$ cat src/rtl/vga_pkg.sv
// Shared VGA mode constants, axis-total helper and colour-width constants
// used by vga_timing_gen and its delay line.
package vga_pkg;

  localparam int RGB_CHANNELS = 3;
  localparam int BAR_COUNT    = 8;

  // 640x480 @ 60 Hz, 25.175 MHz pixel clock
  localparam int VGA640_H_ACTIVE = 640;
  localparam int VGA640_H_FP     = 16;
  localparam int VGA640_H_SYNC   = 96;
  localparam int VGA640_H_BP     = 48;
  localparam int VGA640_V_ACTIVE = 480;
  localparam int VGA640_V_FP     = 10;
  localparam int VGA640_V_SYNC   = 2;
  localparam int VGA640_V_BP     = 33;

  // 800x600 @ 60 Hz, 40 MHz pixel clock
  localparam int SVGA800_H_ACTIVE = 800;
  localparam int SVGA800_H_FP     = 40;
  localparam int SVGA800_H_SYNC   = 128;
  localparam int SVGA800_H_BP     = 88;
  localparam int SVGA800_V_ACTIVE = 600;
  localparam int SVGA800_V_FP     = 1;
  localparam int SVGA800_V_SYNC   = 4;
  localparam int SVGA800_V_BP     = 23;

  function automatic int axis_total(input int active, input int fp,
                                    input int sync, input int bp);
    return active + fp + sync + bp;
  endfunction

  function automatic int rgb_width(input int color_bits);
    return RGB_CHANNELS * color_bits;
  endfunction

endpackage

$ cat src/rtl/vga_delay_line.sv
// Width/depth parametrised shift register with synchronous clear and
// advance enable; degenerates to a wire when DEPTH is 0.
module vga_delay_line #(
  parameter int WIDTH = 1,
  parameter int DEPTH = 1
) (
  input  logic             clk,
  input  logic             rst,
  input  logic             en,
  input  logic [WIDTH-1:0] din,
  output logic [WIDTH-1:0] dout
);

  generate
    if (DEPTH == 0) begin : g_pass
      assign dout = din;
    end else begin : g_shift
      logic [WIDTH-1:0] stages [DEPTH];

      // Clear wins over enable so a reset while paused still empties the line.
      always_ff @(posedge clk) begin
        if (rst) begin
          for (int i = 0; i < DEPTH; i++) begin
            stages[i] <= '0;
          end
        end else if (en) begin
          stages[0] <= din;
          for (int i = 1; i < DEPTH; i++) begin
            stages[i] <= stages[i-1];
          end
        end
      end

      assign dout = stages[DEPTH-1];
    end
  endgenerate

endmodule

$ cat src/rtl/vga_timing_gen.sv
// Parametrised VGA timing generator and pixel output stage.
// Optional colour-bar source enabled by defining VGA_TEST_PATTERN_EN.
module vga_timing_gen
  import vga_pkg::*;
#(
  parameter int H_ACTIVE   = VGA640_H_ACTIVE,
  parameter int H_FP       = VGA640_H_FP,
  parameter int H_SYNC     = VGA640_H_SYNC,
  parameter int H_BP       = VGA640_H_BP,
  parameter int V_ACTIVE   = VGA640_V_ACTIVE,
  parameter int V_FP       = VGA640_V_FP,
  parameter int V_SYNC     = VGA640_V_SYNC,
  parameter int V_BP       = VGA640_V_BP,
  parameter int HSYNC_POL  = 0,
  parameter int VSYNC_POL  = 0,
  parameter int COLOR_BITS = 1,
  parameter int PIPE_LAT   = 1,
  parameter int COORD_W    = 10
) (
  input  logic                    clk,
  input  logic                    rst,
  input  logic                    en,
  output logic [COORD_W-1:0]      pixel_col,
  output logic [COORD_W-1:0]      pixel_row,
  output logic                    pixel_valid,
  output logic                    line_start,
  output logic                    frame_start,
  input  logic [3*COLOR_BITS-1:0] pixel_rgb,
  output logic                    hsync,
  output logic                    vsync,
  output logic [3*COLOR_BITS-1:0] rgb
`ifdef VGA_TEST_PATTERN_EN
  ,
  input  logic                    test_mode
`endif
);

  localparam int H_TOTAL = axis_total(H_ACTIVE, H_FP, H_SYNC, H_BP);
  localparam int V_TOTAL = axis_total(V_ACTIVE, V_FP, V_SYNC, V_BP);
  localparam int RGB_W   = rgb_width(COLOR_BITS);

  localparam logic [COORD_W-1:0] H_LAST   = COORD_W'(H_TOTAL - 1);
  localparam logic [COORD_W-1:0] V_LAST   = COORD_W'(V_TOTAL - 1);
  localparam logic [COORD_W-1:0] H_ACT    = COORD_W'(H_ACTIVE);
  localparam logic [COORD_W-1:0] V_ACT    = COORD_W'(V_ACTIVE);
  localparam logic [COORD_W-1:0] HS_START = COORD_W'(H_ACTIVE + H_FP);
  localparam logic [COORD_W-1:0] HS_END   = COORD_W'(H_ACTIVE + H_FP + H_SYNC);
  localparam logic [COORD_W-1:0] VS_START = COORD_W'(V_ACTIVE + V_FP);
  localparam logic [COORD_W-1:0] VS_END   = COORD_W'(V_ACTIVE + V_FP + V_SYNC);

  localparam logic HS_ACTIVE = (HSYNC_POL != 0);
  localparam logic VS_ACTIVE = (VSYNC_POL != 0);

  generate
    if (H_TOTAL > (1 << COORD_W) || V_TOTAL > (1 << COORD_W)) begin : g_bad_coord_w
      $error("vga_timing_gen: COORD_W too narrow for the frame totals");
    end
    if (PIPE_LAT < 0 || PIPE_LAT > 15) begin : g_bad_pipe_lat
      $error("vga_timing_gen: PIPE_LAT must be 0..15");
    end
  endgenerate

  logic [COORD_W-1:0] h_cnt;
  logic [COORD_W-1:0] v_cnt;

  // v_cnt only moves on the h_cnt wrap, so vsync edges land on line boundaries.
  always_ff @(posedge clk) begin
    if (rst) begin
      h_cnt <= '0;
      v_cnt <= '0;
    end else if (en) begin
      if (h_cnt == H_LAST) begin
        h_cnt <= '0;
        if (v_cnt == V_LAST) begin
          v_cnt <= '0;
        end else begin
          v_cnt <= v_cnt + COORD_W'(1);
        end
      end else begin
        h_cnt <= h_cnt + COORD_W'(1);
      end
    end
  end

  logic hs_raw;
  logic vs_raw;

  assign pixel_col   = h_cnt;
  assign pixel_row   = v_cnt;
  assign pixel_valid = (h_cnt < H_ACT) && (v_cnt < V_ACT);
  assign hs_raw      = (h_cnt >= HS_START) && (h_cnt < HS_END);
  assign vs_raw      = (v_cnt >= VS_START) && (v_cnt < VS_END);
  assign line_start  = en && !rst && (h_cnt == '0) && (v_cnt < V_ACT);
  assign frame_start = en && !rst && (h_cnt == '0) && (v_cnt == '0);

  logic hs_d;
  logic vs_d;
  logic valid_d;

  // Timing flags travel alongside the pixel logic so they meet its colour.
  vga_delay_line #(
    .WIDTH (3),
    .DEPTH (PIPE_LAT)
  ) u_sync_delay (
    .clk  (clk),
    .rst  (rst),
    .en   (en),
    .din  ({hs_raw, vs_raw, pixel_valid}),
    .dout ({hs_d, vs_d, valid_d})
  );

  logic [RGB_W-1:0] color_sel;

`ifdef VGA_TEST_PATTERN_EN
  logic [COORD_W-1:0] col_d;
  logic [COORD_W+2:0] col_x8;
  logic [2:0]         bar_idx;
  logic [RGB_W-1:0]   bar_rgb;

  vga_delay_line #(
    .WIDTH (COORD_W),
    .DEPTH (PIPE_LAT)
  ) u_col_delay (
    .clk  (clk),
    .rst  (rst),
    .en   (en),
    .din  (h_cnt),
    .dout (col_d)
  );

  // Only active columns reach rgb, and those always map to 0..BAR_COUNT-1.
  assign col_x8    = {col_d, 3'b000};
  assign bar_idx   = 3'(col_x8 / (COORD_W+3)'(H_ACTIVE));
  assign bar_rgb   = {{COLOR_BITS{bar_idx[2]}},
                      {COLOR_BITS{bar_idx[1]}},
                      {COLOR_BITS{bar_idx[0]}}};
  assign color_sel = test_mode ? bar_rgb : pixel_rgb;
`else
  assign color_sel = pixel_rgb;
`endif

  always_ff @(posedge clk) begin
    if (rst) begin
      rgb   <= '0;
      hsync <= ~HS_ACTIVE;
      vsync <= ~VS_ACTIVE;
    end else if (en) begin
      rgb   <= valid_d ? color_sel : '0;
      hsync <= hs_d ~^ HS_ACTIVE;
      vsync <= vs_d ~^ VS_ACTIVE;
    end
  end

endmodule

$ cat config.mk
export PLATFORM = sky130hd
export DESIGN_NAME = vga_timing_gen
export DESIGN_NICKNAME = d
export VERILOG_FILES = /design/src/rtl/vga_pkg.sv /design/src/rtl/vga_delay_line.sv /design/src/rtl/vga_timing_gen.sv
export SDC_FILE = /design/constraint.sdc
export NUM_CORES = 1
export LEC_CHECK = 0
export ABC_AREA = 1
export BUFFER_PORTS_ARGS = -buffer_cell sky130_fd_sc_hd__buf_2
export CAP_MARGIN = 20
export CORE_MARGIN = 2
export CORE_UTILIZATION = 40
export CTS_CLUSTER_DIAMETER = 100
export DETAILED_ROUTE_END_ITERATION = 7
export SETUP_SLACK_MARGIN = 0.1
export SLEW_MARGIN = 40
export SYNTH_ARGS = -nofsm -noshare
export SYNTH_HDL_FRONTEND = slang
export SYNTH_HIERARCHICAL = 1
export SYNTH_SLANG_ARGS = --single-unit
$ cat constraint.sdc
create_clock -name clk -period 1.9 [get_ports clk]
set_input_delay 0.38 -clock clk [delete_from_list [all_inputs] [get_ports clk]]
set_output_delay 0.38 -clock clk [all_outputs]
set_load 0.03 [all_outputs]
=== Yosys cells after proc, flatten, opt, wreduce, memory -nomap -nowiden ===
Memories as Yosys holds them, arrays and structs flattened.
Cells that the tools add are included.

* Bits in registers: 25
* Bits in writable memories: 3
* Bits of input ports: 6
* Output and inout bits: 28
* Word-level logic and storage cells: 40
* Memories: 1

{| class="wikitable"
|+ Memories
! name !! depth !! width !! rd ports !! clocked after Yosys merged registers in !! wr ports !! line !! RTL
|-
| u_sync_delay.g_shift.stages || 1 || 3 || 1 || 0 || 1 || vga_delay_line.sv:18 || <nowiki>logic [WIDTH-1:0] stages [DEPTH];</nowiki>
|}

* Add/subtract/negate cells: 2
* Order comparisons: 6
* Eq/ne operators: 2
* Multiplexer cells: 10
* Bitwise gates (word level): 2
* Reduce and logical (&&, ||, !) cells: 12

{| class="wikitable"
|+ Operator list
! cell !! count
|-
| 10-bit by 1-bit adder with 10-bit output (second input constant) || 2
|-
| 10-bit equality test (second input constant) || 2
|-
| 10-bit logical NOT || 2
|-
| 10-bit < comparator (second input constant) || 2
|-
| 10-bit by 9-bit < comparator with 1-bit output (second input constant) || 2
|-
| 10-bit 2-to-1 mux || 2
|-
| 10-bit >= comparator (second input constant) || 1
|-
| 10-bit by 9-bit >= comparator with 1-bit output (second input constant) || 1
|-
| 1-bit logical AND || 7
|-
| 1-bit 2-to-1 mux || 6
|-
| 3-bit 2-to-1 mux || 2
|-
| 3-bit OR reduction || 1
|-
| 1-bit NOT || 2
|-
| 2-bit AND reduction || 1
|-
| 1-bit logical NOT || 1
|}

=== Depth between registers and ports, before layout ===
Gate-level depths: netlist (run 1).

* Depth in word-level cells: 5
* Mapped depth: 10
* Gate-level depth less buffers: 9

=== Hierarchy ===
Netlist (run 1), hierarchy kept.

{| class="wikitable"
|+ By module, submodules not included
! module !! times used !! cells each !! area an instance (um^2) !! sequential area each (um^2)
|-
| vga_timing_gen || 1 || 228 || 1447.6 || 500.5
|-
| vga_delay_line || 1 || 12 || 126.4 || 90.1
|}

=== Worst setup path after synthesis (run 1) ===
OpenSTA, ideal clock, no wires.

* Path kind: register to output
* Start point: register v_cnt[5], in the netlist pixel_row[5]
* End point: output pixel_valid
* Arrival time: 1581 ps
* Data required time: 1520 ps
* Setup slack: -61 ps
* Stages on the path, launching flop included: 5
* Buffers on the path: 1
* Cell sequence: dfxtp_1 -> clkbuf_1 -> nand4_1 -> nand2_1 -> a211oi_1

* Word-level cells in the longest chain between the ends: 2

{| class="wikitable"
|+ RTL lines
! item !! line !! RTL
|-
| start: declaration || vga_timing_gen.sv:64 || <nowiki>logic [COORD_W-1:0] v_cnt;</nowiki>
|-
| start signal: assignment || vga_timing_gen.sv:77 || <nowiki>v_cnt <= v_cnt + COORD_W'(1);</nowiki>
|-
| 10-bit by 9-bit < comparator with 1-bit output || vga_timing_gen.sv:90 || <nowiki>assign pixel_valid = (h_cnt < H_ACT) && (v_cnt < V_ACT);</nowiki>
|-
| 1-bit logical AND || vga_timing_gen.sv:90 ||
|-
| end: declaration || vga_timing_gen.sv:25 || <nowiki>output logic pixel_valid,</nowiki>
|}

Every way passes these cells.

=== Final worst setup path (run 1) ===
* Start point: register v_cnt[0], in the netlist pixel_row[0]
* End point: output frame_start

* Word-level cells in the longest chain between the ends: 2

{| class="wikitable"
|+ RTL lines
! item !! line !! RTL
|-
| 10-bit logical NOT || vga_timing_gen.sv:94 || <nowiki>assign frame_start = en && !rst && (h_cnt == '0) && (v_cnt == '0);</nowiki>
|-
| 1-bit logical AND || vga_timing_gen.sv:94 ||
|-
| end: declaration || vga_timing_gen.sv:27 || <nowiki>output logic frame_start,</nowiki>
|}

Every way passes these cells.

==> reports/qor.txt, run 1 <==
outcome: completed
DRT Wirelength: 4145 um
Final Non-Filler Cells: 346
Yosys reg bits: 28
total gr overflow: 0
cell mode on critical path: inv_2
dominant cells by area after synthesis: dfxtp_1 (32%), nand2_1 (15%), inv_1 (8.8%)
crit path launch: pixel_row[0]$_SDFFE_PP0P_
vias in the first global route: 1,529
# IOs: 34
Worst Path Required: 1.52 ns
worst r2r src: pixel_row[0]$_SDFFE_PP0P_
register area share after synthesis: 37.52%
drt first pass iters: 4
Final GP Congestion: 0.8649
cts bufs inserted: 3
CP arrival: 1.46 ns
Final Max Slew Viols: 0
post-cts hold buffer count: 0
CP endpoint kind: primary output
largest net degree at the start of global routing: 17
Mean Syn Cell Area: 6.558 um2
period utilisation layout: 97.02%
H-tree depth: 1
Fin Hold WS: 0.3549 ns
share of the synthesized area in the top cell type: 31.80%
DRC: 0
Final HPWL DP: 2768 um
hold_sp: pixel_rgb[0]
# port buffers: 33
hold endpoint: rgb[0]$_SDFFE_PP0P_
WL/cell: 11.98 um
worst reg-to-reg setup slack: 0.18 ns
Slew HR: 75.50%
initial antenna violation count: 0
Total GRT Usage: 19.98%
most frequent cells in the layout: nand2_1 (59), inv_1 (32), nor2_1 (30), buf_2 (30), buf_4 (27)
power per standard cell area: 526.1 nW/um2
Fmax achieved: 0.5425 GHz
via count: 1,653
diode count: 0
crit path cell chain: inv_2, ha_4, inv_2, nor2_4, nand3_2, inv_1, nand4_1, nor2_2, buf_6
Die Height: 66.73 um
Crit-path slowest cell: dfxtp_2
CP max stage delay: 0.34 ns
placed insts: 324
post-route ant nets: 0
Post-Syn Nets: 251
cell family with most CP delay: simple AND/OR/NAND/NOR gates
row count: 22
Die Area: 4453 um2
clock skew: 0.006321 ns
clock sinks: 28
Reg clk slew, reported paths: 0.10 ns
layout cells sized above 1: 33.56%
CTS tree: done
worst reg2reg path endpoint: pixel_row[2]$_SDFFE_PP0P_
Crit Path Category: reg2out
Max Cap Violations: 0
Yosys warning count: 6
Slew @ Worst Pin: 0.3654 ns
area growth from synthesis to layout: 35.69%
Vias per Instance: 4.777
worst skew pair latency: 0.28 ns
worst hold path type: in2reg
Bufs and invs on worst path: 4
Pleak: 1.012 nW
chip width: 66.73 um
Max clock buf depth: 2
Final Net Count: 310
Core Box Area: 3716 um2
Hold Fails Final Rpt: 0
critical path peak fanout: 2
RSZ-0062 raised after global routing: true
post-synth top area cell: dfxtp_1
Post-Synthesis Cells: 240
most common cell after layout, fill and taps aside: nand2_1
Initial Util: 42.36%
Initial DRC Count: 49
root buffer cell: clkbuf_8
Reg2Reg Depth: 13
count of different cell masters after synthesis: 26
Cell Area, Synth: 1574 um2
Period minus WS final: 1.843 ns
Max VDD drop: 0.3000 mV
critical path startpoint category: flop
Hold Path Depth: 3
first-pass GRT wire length: 6741 um
Finish-stage setup viols: 0
[flip-flops by register name, summed over array words and instances (netlist names)]
register / flops
u_sync_delay/g_shift.stages: 3
vsync: 1
pixel_col: 10
hsync: 1
rgb: 3
pixel_row: 10
[routing by layer]
metal	vias to the layer above	track usage, %	part of all wire (%)
met5	-	0	0
li1	871	-	-
met4	0	7.398	2.2
met1	733	26.51	48
met3	11	2.027	3.5
met2	38	33.38	46
[kinds of logic after synthesis]
group           count (synthesis)  synth area share [%]
xor+xnor                        1                0.5565
flops                          28                 37.52
buf+inv                        42                 10.97
fa+ha+maj                       5                 3.975
simple gates                  145                 40.46
compound gates                 19                 6.518
[power breakdown]
group | switching [mW] | internal (mW)
sequential | 0.00695 | 0.607
clock | 0.200 | 0.186
combinational | 0.0754 | 0.0480
[worst reg2reg max path, cell delays in order (launching register included)]
cell and delay, ns:
dfxtp_2 0.34, inv_2 0.07, ha_4 0.13, inv_2 0.04
nor2_4 0.08, nand3_2 0.08, buf_4 0.15, buf_4 0.12
buf_4 0.12, buf_4 0.12, nor2_2 0.10, nand2_1 0.10
nand2_2 0.12, nor2_1 0.06
[cells in the mapped netlist]
master / instances
and3_1: 1
nor2_1: 35
nor3_1: 7
o211ai_1: 1
a21oi_1: 11
nand3b_1: 1
clkbuf_1: 3
xor2_1: 1
dfxtp_1: 25
o21ai_1: 1
edfxtp_1: 3
o21ai_0: 4
nor2_2: 2
nor3_2: 1
ha_1: 5
nand2_1: 61
or2_1: 1
nor4_1: 1
nor2_4: 1
inv_1: 37
buf_6: 2
o21bai_1: 1
nand2_2: 5
a211oi_1: 1
nand3_1: 25
nand4_1: 4
[what timing repair did]
action	in CTS	in global routing
resized for setup	23	15
buffers inserted	15	3
pin swaps	6	7
endpoints found under the setup margin	3	7
[final cells by class]
class / count / area (um2)
Multi-Input combinational cell: 170 / 900.9
Timing Repair Buffer: 59 / 375.4
Fill cell: 374 / 1580
Clock buffer: 4 / 55.05
Tap cell: 48 / 60.06
Inverter: 37 / 141.4
Sequential cell: 28 / 603.1
[per-stage QoR]
step	setup WS, ns	power (mW)	TNS [ns]	cell area, um2	utilization, %
3_5_place_dp	0.2006	0.7257	0	1833	49.33
4_1_cts	0.05767	1.119	0	2058	55.39
2_1_floorplan	0.1393	0.6908	0	1582	-
3_3_place_gp	0.2174	0.7255	0	1833	49.33
5_1_grt	-0.05966	1.164	-0.05966	2136	57.47
6_report	0.05661	1.124	0	2136	57.47
[worst max-delay path by stage]
stage	end	slack, ns	depth (start not counted)
CTS	frame_start	0.06	9
detailed placement	frame_start	0.20	9
global placement	frame_start	0.22	9
floorplan	line_start	0.14	6
finish	frame_start	0.06	9
global route	frame_start	-0.06	9
(Power assumes the default switching activity.)
==> run 2, diff against run 1 <==
SYNTH_HIERARCHICAL = default   (was 1)
==> run 2 against run 1 <==
Register-to-register slack better by 0.16 ns; utilization down 4.9 points; first-iteration DRC count up 51%; global-route usage down 2.0 points; clock skew up 0.00055 ns; largest cell class unchanged.
==> reports/qor.txt, run 2 <==
outcome: completed
via count: 1,474
Reg2Reg Depth: 8
Post-Synthesis Cells: 218
Finish-stage setup viols: 0
total gr overflow: 0
Final HPWL DP: 2849 um
Final GP Congestion: 0.8598
CP arrival: 1.47 ns
clock sinks: 28
H-tree depth: 1
diode count: 0
Cell Area, Synth: 1578 um2
Commonest cells post-synth: nand2_1 (41), nor2_1 (33), inv_1 (31)
post-route ant nets: 0
placed cell area: 1804 um2
vias in the first global route: 1,307
first-pass GRT wire length: 6016 um
CP endpoint kind: primary output
worst reg-to-reg setup slack: 0.34 ns
RSZ-0062 raised after global routing: true
Bufs and invs on worst path: 1
Period minus WS final: 1.852 ns
WL/cell: 12.14 um
worst skew pair latency: 0.28 ns
Post-Syn Nets: 229
period utilisation layout: 97.49%
critical path peak fanout: 3
Max VDD drop: 0.4521 mV
DRT Wirelength: 3738 um
chip width: 66.81 um
# port buffers: 33
worst reg2reg path endpoint: pixel_row[9]$_SDFFE_PP0P_
Hold Fails Final Rpt: 0
Pleak: 0.9313 nW
worst r2r src: pixel_col[1]$_SDFFE_PP0P_
Die Area: 4463 um2
most common cell in the netlist: nand2_1
Core Box Area: 3716 um2
# IOs: 34
initial antenna violation count: 0
wire length on met3: 177 um
share of the synthesized area in the top cell type: 31.72%
cts bufs inserted: 3
worst hold path type: in2reg
Crit Path Category: reg2out
row count: 22
layout cells sized above 1: 30.77%
Max clock buf depth: 2
crit path to: frame_start
Slew HR: 79.08%
top sig layer: met4
Final Max Slew Viols: 0
largest net degree at the start of global routing: 17
post-cts hold buffer count: 0
top_reg_cell synth: dfxtp_1
Yosys reg bits: 28
crit path cell chain: or2_4, nor2_4, nand4_1, nor3_2, buf_4
Async SR Flop Fraction: 0%
DRC: 0
count of different cell masters after synthesis: 29
Mean Syn Cell Area: 7.237 um2
Final Net Count: 272
drt first pass iters: 4
number of synthesized flops with an enable pin: 3
root buffer cell: clkbuf_8
post-synth top area cell: dfxtp_1
Slew @ Worst Pin: 0.3133 ns
clock skew: 0.006875 ns
Reg clk slew, reported paths: 0.10 ns
crit path launch: pixel_col[5]$_SDFFE_PP0P_
critical path startpoint category: flop
critical path depth: 5
CTS tree: done
cell family with most CP delay: simple AND/OR/NAND/NOR gates
Total GRT Usage: 17.97%
M1 WL: 1830 um
Hold Path Depth: 2
Initial DRC Count: 74
Vias per Instance: 4.786
most frequent cells in the layout: nand2_1 (41), buf_2 (31), nor2_1 (30)
CP max stage delay: 0.33 ns
Crit-path slowest cell: dfxtp_2
Max Cap Violations: 0
area growth from synthesis to layout: 23.87%
layout filler cell count: 395
Initial Util: 42.46%
Final TNS setup: 0 ns
met2 wire length: 1698 um
register area share after synthesis: 37.43%
Worst Path Required: 1.52 ns
Overall Power: 1.197 mW
most common cell after layout, fill and taps aside: nand2_1
Die Height: 66.81 um
power per standard cell area: 612.3 nW/um2
Fmax achieved: 0.5399 GHz
Yosys warning count: 0
dominant cells by area after synthesis: dfxtp_1 (32%), nand2_1 (9.8%), nor2_1 (7.9%)
final std cell area, no fill: 1954 um2
run 2: changes by cell type in the layout (fill, tap and decap cells not counted), moves of 2 or more:
cell	change
nand2_1	-18
buf_4	-17
nand3_1	-5
a32o_1	+3
inv_1	-3
nand2_2	-3
o21ai_0	+3
a21oi_1	-2
buf_6	-2
ha_1	+2
ha_4	-2
nand3_2	+2
nor2_4	+2
o21bai_1	+2
run 2: what timing repair did:
item,4_1_cts,5_1_grt
gates resized for setup,11,10
hold endpoints to repair,0,0
buffers inserted,3,2
pin swaps,3,5
setup endpoints to repair,3,3
run 2: worst register-to-register path: stages, from the launching register on:
cell	delay, ns
dfxtp_1	0.38
ha_1	0.23
nand3_2	0.13
nor2_4	0.15
nand3_2	0.14
nand2_2	0.16
inv_2	0.08
nor2_4	0.11
nor2_1	0.06
run 2: how the worst min path moves through the flow:
| stage | slack [ns] | from | endpoint |
|---|---|---|---|
| CTS | 0.34 | pixel_rgb[1] | rgb[1]$_SDFFE_PP0P_ |
| finish | 0.34 | pixel_rgb[2] | rgb[2]$_SDFFE_PP0P_ |
| global placement | 0.40 | u_sync_delay.g_shift.stages[0][1]$_SDFFCE_PN0P_ | vsync$_SDFFE_PP1P_ |
| floorplan | 0.40 | u_sync_delay.g_shift.stages[0][2]$_SDFFCE_PN0P_ | hsync$_SDFFE_PP1P_ |
| detailed placement | 0.41 | u_sync_delay.g_shift.stages[0][1]$_SDFFCE_PN0P_ | vsync$_SDFFE_PP1P_ |
| global route | 0.34 | pixel_rgb[2] | rgb[2]$_SDFFE_PP0P_ |
run 2: power breakdown:
part | leakage, nW | switching (mW) | internal [mW]
Combinational | 0.656 | 0.0663 | 0.0333
Clock | 0.0357 | 0.201 | 0.283
Sequential | 0.240 | 0.00758 | 0.606
run 2: cells by family after synthesis:
kind of cell,count (synthesis),share of synthesized area [%]
AOI/OAI and AO/OA,23,8.961
xor gates and xnor gates,3,1.666
adders and majority gates,5,3.965
buffers and inverters,38,10.31
DFF,28,37.43
and+or+nand+nor,121,37.67
run 2: cell type report:
class	count	area [um2]	area share, %
repair buffers	41	230.2	11.78
well taps	48	60.06	3.073
clock buffers	3	41.29	2.113
clock inverters	1	30.03	1.536
flip-flops and latches	28	606.8	31.05
inverters	35	136.4	6.978
multi-input cells	152	849.6	43.47
run 2: routing by layer:
| metal | global-route usage, % | up-vias |
|---|---|---|
| li1 | - | 782 |
| met1 | 23.52 | 654 |
| met2 | 30.00 | 34 |
| met3 | 4.223 | 4 |
| met4 | 3.827 | 0 |
| met5 | 0 | - |
run 2: stage by stage:
stage                     setup slack (ns)  hold slack [ns]  utilization [%]  instances
after floorplan                     0.1321           0.3996                -        218
after global placement              0.2143           0.4018            48.55        299
after detailed placement            0.1957           0.4064            48.55        299
after CTS                         0.002214           0.3445            51.65        306
after global routing              -0.02275           0.3450            52.59        308
final                              0.04774           0.3420            52.59        308
